<file path="config.mk">
export PLATFORM = sky130hd
export DESIGN_NAME = ram128_bit_reader
export DESIGN_NICKNAME = d
export VERILOG_FILES = /design/src/rtl/ram128_bit_reader.sv
export SDC_FILE = /design/constraint.sdc
export NUM_CORES = 1
export LEC_CHECK = 0
export ABC_AREA = 1
export ABC_CLOCK_PERIOD_IN_PS = 4100
export BUFFER_PORTS_ARGS = -buffer_cell sky130_fd_sc_hd__buf_4
export CORE_UTILIZATION = 39
export CTS_BUF_LIST = sky130_fd_sc_hd__clkbuf_16
export CTS_CLUSTER_DIAMETER = 120
export CTS_CLUSTER_SIZE = 40
export DETAILED_ROUTE_END_ITERATION = 6
export GPL_ROUTABILITY_DRIVEN = 0
export PLACE_DENSITY = 0.65
export SLEW_MARGIN = 20
export SYNTH_ARGS = -nofsm -noshare
export SYNTH_HDL_FRONTEND = slang
export SYNTH_SLANG_ARGS = --single-unit
</file>
<file path="constraint.sdc">
create_clock -name CLK -period 4.1 [get_ports CLK]
set_input_delay 0.82 -clock CLK [delete_from_list [all_inputs] [get_ports CLK]]
set_output_delay 0.82 -clock CLK [all_outputs]
set_load 0.03 [all_outputs]
</file>
<file path="src/rtl/ram128_bit_reader.sv">
// ============================================================================
// Module   : ram128_bit_reader
// Brief    : Sweeps an address range of a 128x1 RAM read port and packs the
//            bits LSB-first into OUT_W-bit words on a valid/ready stream.
// Revision : 1.0 - initial release
// ============================================================================
`default_nettype none

module ram128_bit_reader #(
    parameter int OUT_W = 8
) (
    input  logic             CLK,
    input  logic             reset_n,
    input  logic             start_valid,
    output logic             start_ready,
    input  logic [6:0]       start_addr,
    input  logic [7:0]       start_len,
    output logic [6:0]       rd_addr,
    input  logic             rd_data,
    output logic             out_valid,
    input  logic             out_ready,
    output logic [OUT_W-1:0] out_data,
    output logic             out_last,
    output logic             busy,
    output logic             done
);

    localparam int IDX_W = $clog2(OUT_W + 1);
    localparam logic [IDX_W-1:0] c_IDX_LAST = IDX_W'(OUT_W - 1);

    typedef enum logic [1:0] {
        S_IDLE  = 2'd0,
        S_READ  = 2'd1,
        S_DRAIN = 2'd2
    } state_t;

    state_t           r_state;
    state_t           w_next;
    logic [6:0]       r_rd_addr;
    logic [7:0]       r_rem;
    logic [IDX_W-1:0] r_idx;
    logic [OUT_W-1:0] r_sr;
    logic [OUT_W-1:0] r_out_data;
    logic             r_out_valid;
    logic             r_out_last;
    logic             r_done;

    logic [7:0]       w_len;
    logic             w_sample;
    logic             w_xfer;
    logic [OUT_W-1:0] w_word;

    assign w_len = (start_len > 8'd128) ? 8'd128 : start_len;

    always_comb begin
        w_next   = r_state;
        // A bit that completes a word may only be taken if the output register can receive it.
        w_sample = (r_state == S_READ) &&
                   (((r_idx < c_IDX_LAST) && (r_rem > 8'd1)) || !r_out_valid || out_ready);
        w_xfer   = w_sample && ((r_idx == c_IDX_LAST) || (r_rem == 8'd1));
        w_word   = r_sr | (OUT_W'(rd_data) << r_idx);
        case (r_state)
            S_IDLE:  if (start_valid && (w_len != 8'd0)) w_next = S_READ;
            S_READ:  if (w_xfer && (r_rem == 8'd1)) w_next = S_DRAIN;
            S_DRAIN: if (r_out_valid && out_ready) w_next = S_IDLE;
            default: w_next = S_IDLE;
        endcase
    end

    always_ff @(posedge CLK or negedge reset_n) begin
        if (!reset_n) r_state <= S_IDLE;
        else          r_state <= w_next;
    end

    always_ff @(posedge CLK or negedge reset_n) begin
        if (!reset_n) begin
            r_rd_addr   <= 7'd0;
            r_rem       <= 8'd0;
            r_idx       <= '0;
            r_sr        <= '0;
            r_out_data  <= '0;
            r_out_valid <= 1'b0;
            r_out_last  <= 1'b0;
            r_done      <= 1'b0;
        end else begin
            r_done <= 1'b0;
            if (r_out_valid && out_ready) begin
                r_out_valid <= 1'b0;
                r_out_last  <= 1'b0;
            end
            case (r_state)
                S_IDLE: begin
                    if (start_valid) begin
                        r_rd_addr <= start_addr;
                        r_rem     <= w_len;
                        r_idx     <= '0;
                        r_sr      <= '0;
                        if (w_len == 8'd0) r_done <= 1'b1;
                    end
                end
                S_READ: begin
                    if (w_sample) begin
                        r_rd_addr <= r_rd_addr + 7'd1;
                        r_rem     <= r_rem - 8'd1;
                        if (w_xfer) begin
                            r_out_data  <= w_word;
                            r_out_valid <= 1'b1;
                            r_out_last  <= (r_rem == 8'd1);
                            r_idx       <= '0;
                            r_sr        <= '0;
                        end else begin
                            r_idx <= r_idx + IDX_W'(1);
                            r_sr  <= w_word;
                        end
                    end
                end
                S_DRAIN: begin
                    if (r_out_valid && out_ready) r_done <= 1'b1;
                end
                default: ;
            endcase
        end
    end

    assign start_ready = (r_state == S_IDLE);
    assign busy        = (r_state != S_IDLE);
    assign rd_addr     = r_rd_addr;
    assign out_valid   = r_out_valid;
    assign out_data    = r_out_data;
    assign out_last    = r_out_last;
    assign done        = r_done;

endmodule

`default_nettype wire

</file>
* Yosys cells after proc, flatten, opt, wreduce, memory -nomap -nowiden *
Cells that the tools add are included.

operators by class
  $lt $le $gt $ge = 3
  add/sub/neg operators = 3
  equal/unequal tests = 9
  muxes and demuxes = 31
  reduce and logical (&&, ||, !) cells = 18
  bitwise logic cells = 1
  shift-type cells = 1
  div/mod/pow operators = 0
  $mul = 0

operators with widths
  operator                                                                          number
  8-bit 2-to-1 mux                                                                  6
  8-bit case mux with 2 select lines                                                2
  7-bit 2-to-1 mux                                                                  2
  7-bit case mux with 2 select lines                                                1
  4-bit 2-to-1 mux                                                                  3
  1-bit 2-to-1 mux                                                                  11
  3-bit AND reduction                                                               3
  8-bit by 1-bit == test with 1-bit output (second input constant)                  1
  8-bit by 1-bit greater-than comparator with 1-bit output (second input constant)  1
  8-bit greater-than comparator (second input constant)                             1
  8-bit zero test                                                                   1
  8-bit bitwise OR                                                                  1
  4-bit case mux with 2 select lines                                                1
  8-bit nonzero test                                                                1
  1-bit by 4-bit left shift with 8-bit output                                       1
  8-bit by 1-bit subtractor with 8-bit output (second input constant)               1
  7-bit by 1-bit adder with 7-bit output (second input constant)                    1
  1-bit logical AND                                                                 6
  2-bit 2-to-1 mux                                                                  3
  2-bit != test (second input constant)                                             3
  2-bit case mux with 3 select lines                                                1
  4-bit by 1-bit adder with 4-bit output (second input constant)                    1
  4-bit by 3-bit == test with 1-bit output (second input constant)                  1
  4-bit by 3-bit < comparator with 1-bit output (second input constant)             1
  other kinds (8)                                                                   12

word-level totals
  memories = 0
  bits in latches = 0
  bits in registers = 40
  memory bits (read-only) = 0
  bits in writable memories = 0

* Logic depth before layout (Yosys ltp) *
  depth in word-level cells = 9
  depth in mapped cells = 11
  gate-level depth less buffers = 10

* Worst setup path after synthesis *
OpenSTA, ideal clock, no wires.

  path type = reg2out
  start = register r_state[1]
  end = output busy
  stages on the path, launching flop included = 3
  slack = 2.017 ns
  arrival = 1.263 ns
  path buffers = 0
  data required time = 3.280 ns
  cells stage by stage = dfrtp_1 -> nor2_1 -> inv_1

on the way
  longest elaborated chain between the ends = 1

ends and longest elaborated chain
  element                   RTL line  text
  start: declaration        37        state_t r_state;
  start signal: assignment  72        else r_state <= w_next;
  2-bit nonzero test        126       assign busy = (r_state != S_IDLE);
  end: declaration          24        output logic busy,

Every way passes these cells.

* Worst setup path in the final report *
Ends and elaborated chain as after synthesis.

==> results.sh <==
export IMPL_synthArstFlopShare_pct=100.0
export IMPL_final_cell_mix="nand2_1, nand3_1, dfrtp_1"
export IMPL_grt_max_degree=41
export IMPL_yosysSeqAreaShare_pct=40.92
export IMPL_ctsHoldBuffers=0
export IMPL_die_area_um2=6593
export IMPL_synth_compound_area_share_pct=7.826
export IMPL_num_rows=28
export IMPL_start_util_pct=40.83
export IMPL_ys_ff_latch=40
export IMPL_mostFrequentLayoutCell="nand2_1"
export IMPL_dp_hpwl_mm=3.594
export IMPL_synth_edf_count=0
export IMPL_power_per_cell_area_nw_per_um2=828.0
export IMPL_hp_class="reg2reg"
export IMPL_grt_overflow=0
export IMPL_synth_cell_types=32
export IMPL_synth_mux_area_share_pct=0
export IMPL_clk_latency_ps=280
export IMPL_clockBufferDepth=2
export IMPL_arrival_ps=1200
export IMPL_fin_nets=393
export IMPL_dr_pass1_iters=4
export IMPL_fmax_mhz=494.8
export IMPL_drv_cap=0
export IMPL_grt_use_total_pct=18.48
export IMPL_ys_flop_type="dfrtp_1"
export IMPL_hold_viol=0
export IMPL_core_area_um2=5991
export IMPL_postCtsSetupRepairBufs=0
export IMPL_ys_warn_count=0
export IMPL_critPathMaxFanout=4
export IMPL_htreeDepth=2
export IMPL_status="completed"
export IMPL_drive_gt1_share_pct=16.22
export IMPL_synth_top_family_by_area="simple AND/OR/NAND/NOR gates"
export IMPL_finalSetupViolations=0
export IMPL_vias=2230
export IMPL_start_kind="flop"
export IMPL_die_h_um=81.20
export IMPL_clk_pin_slew_worst_paths_ps=60
export IMPL_grt_pass1_wl_mm=9.287
export IMPL_clock_sinks=40
export IMPL_total_power_mw=2.371
export IMPL_syn_nets=361
export IMPL_drc=0
export IMPL_rsz0062_at_grt="no"
export IMPL_grt_pass1_vias=2050
export IMPL_cts_root_buffer="clkbuf_16"
export IMPL_drt_wl_total_mm=5.518
export IMPL_clock_skew_ps=3.205
export IMPL_hold_path_cell_count=2
export IMPL_cts_resized=0
export IMPL_wire_per_inst_um=12.40
export IMPL_min_period_over_period_pct=49.29
export IMPL_die_w_um=81.20
export IMPL_slew_violations=0
export IMPL_syn_avg_cell_area_um2=7.258
export IMPL_antenna_found_initial=0
export IMPL_endpoint_kind="output port"
export IMPL_worstRegToRegCells=6
export IMPL_drt_vias_per_instance=5.011
export IMPL_syn_inst=337
export IMPL_syn2layout_area_growth_pct=17.08
export IMPL_post_route_min_period_ps=2021
export IMPL_io_pins=40
export IMPL_synth_xor_area_share_pct=1.432
export IMPL_synth_fa_ha_area_share_pct=2.046
export IMPL_cts_made_buffers=5
export IMPL_crit_required_ps=3280
export IMPL_syn_cell_area_um2=2446
export IMPL_drtIter0Drc=123
export IMPL_tns_ps=0
export IMPL_slew_limit_headroom_pct=49.96
export IMPL_max_vdd_ir_drop_mv=0.3638
export IMPL_cts_tree="yes"
export IMPL_diodes=0
export IMPL_antenna_left=0
export IMPL_numPortBuffers=39
export IMPL_p_leak_nw=1.537
export IMPL_synthSimpleGateAreaFrac_pct=37.95
export IMPL_timing_worst_slew_pin_value_ps=747.0
export IMPL_critPathKind="reg2out"
## path summary, 6_finish.rpt
check                            start          end  slack [ps]
hold reg to reg            out_data[0]  out_data[0]         490
setup reg to reg            r_state[1]     r_rem[1]        2250
min in group asynchronous      reset_n  out_data[2]         510
setup / recovery            r_state[1]         busy        2080
hold / removal             out_data[0]  out_data[0]         490
max in group asynchronous      reset_n  out_data[0]        3220
## cell families (layout without fill, tap and decap cells)
kind of cell,Yosys count,in the layout
AND/OR/NAND/NOR,209,209
XOR/XNOR,4,4
adder cells (fa/ha/maj),4,4
flip-flops,40,40
AO/OA/AOI/OAI,33,33
buffers and inverters,47,80
## critical path: stages (launching register included)
cell and delay [ps]:
dfrtp_1 420, nor2_1 260, inv_1 70, buf_4 170
## cell usage after synthesis (3+ instances only)
library cell / n / area [um2]
o21bai_1: 6 / 45.04
a21oi_1: 3 / 15.01
nand3_1: 53 / 265.3
o21ai_0: 11 / 55.05
nand2_1: 109 / 409.1
nor2_2: 3 / 18.77
nor2_1: 32 / 120.1
buf_6: 6 / 67.56
dfrtp_1: 40 / 1001
inv_1: 31 / 116.4
ha_1: 4 / 50.05
o21ai_1: 10 / 50.05
buf_4: 4 / 30.03
## sequential cells by signal, indices dropped and copies added (netlist names)
register and count:
rd_addr 7, out_data 8, r_rem 8, r_idx 4, r_state 2, out_valid 1, r_sr 8, done 1
out_last 1
## area by class of cell
cell class                      instances  area (um2)
Fill cell                             618        3127
Clock buffer                            5       125.1
Multi-Input combinational cell        250        1214
Clock inverter                          3       13.76
Inverter                               33       123.9
Sequential cell                        40        1001
Tap cell                               75       93.84
Timing Repair Buffer                   39       292.8
## per-layer routing
metal / share of wire [%] / wire length (um) / GRT usage (%) / vias up
met3: 4.1 / 228 / 3.708 / 4
met1: 49 / 2688 / 24.24 / 1041
li1: - / - / - / 1137
met5: 0 / 0 / 0 / -
met4: 0.83 / 46 / 5.357 / 0
met2: 46 / 2554 / 30.59 / 48
## where the power goes
| group | internal [mW] | switching (mW) | total [mW] |
|---|---|---|---|
| sequential | 0.567 | 0.156 | 0.723 |
| clock | 0.221 | 0.154 | 0.375 |
| combinational | 0.447 | 0.826 | 1.27 |
| total | 1.23 | 1.14 | 2.37 |
## per-stage QoR
stage / hold WS (ps) / utilization, % / cell area (um2) / worst slack, ps / instances
2_1_floorplan: 469.7 / - / 2446 / 2017 / 337
3_3_place_gp: 476.1 / 45.34 / 2716 / 1827 / 437
3_5_place_dp: 480.1 / 45.34 / 2716 / 1822 / 437
4_1_cts: 494.9 / 47.66 / 2855 / 1920 / 445
5_1_grt: 515.6 / 47.81 / 2864 / 1957 / 445
6_report: 487.9 / 47.81 / 2864 / 2079 / 445
Note: power is estimated with default switching activity, not from simulation.
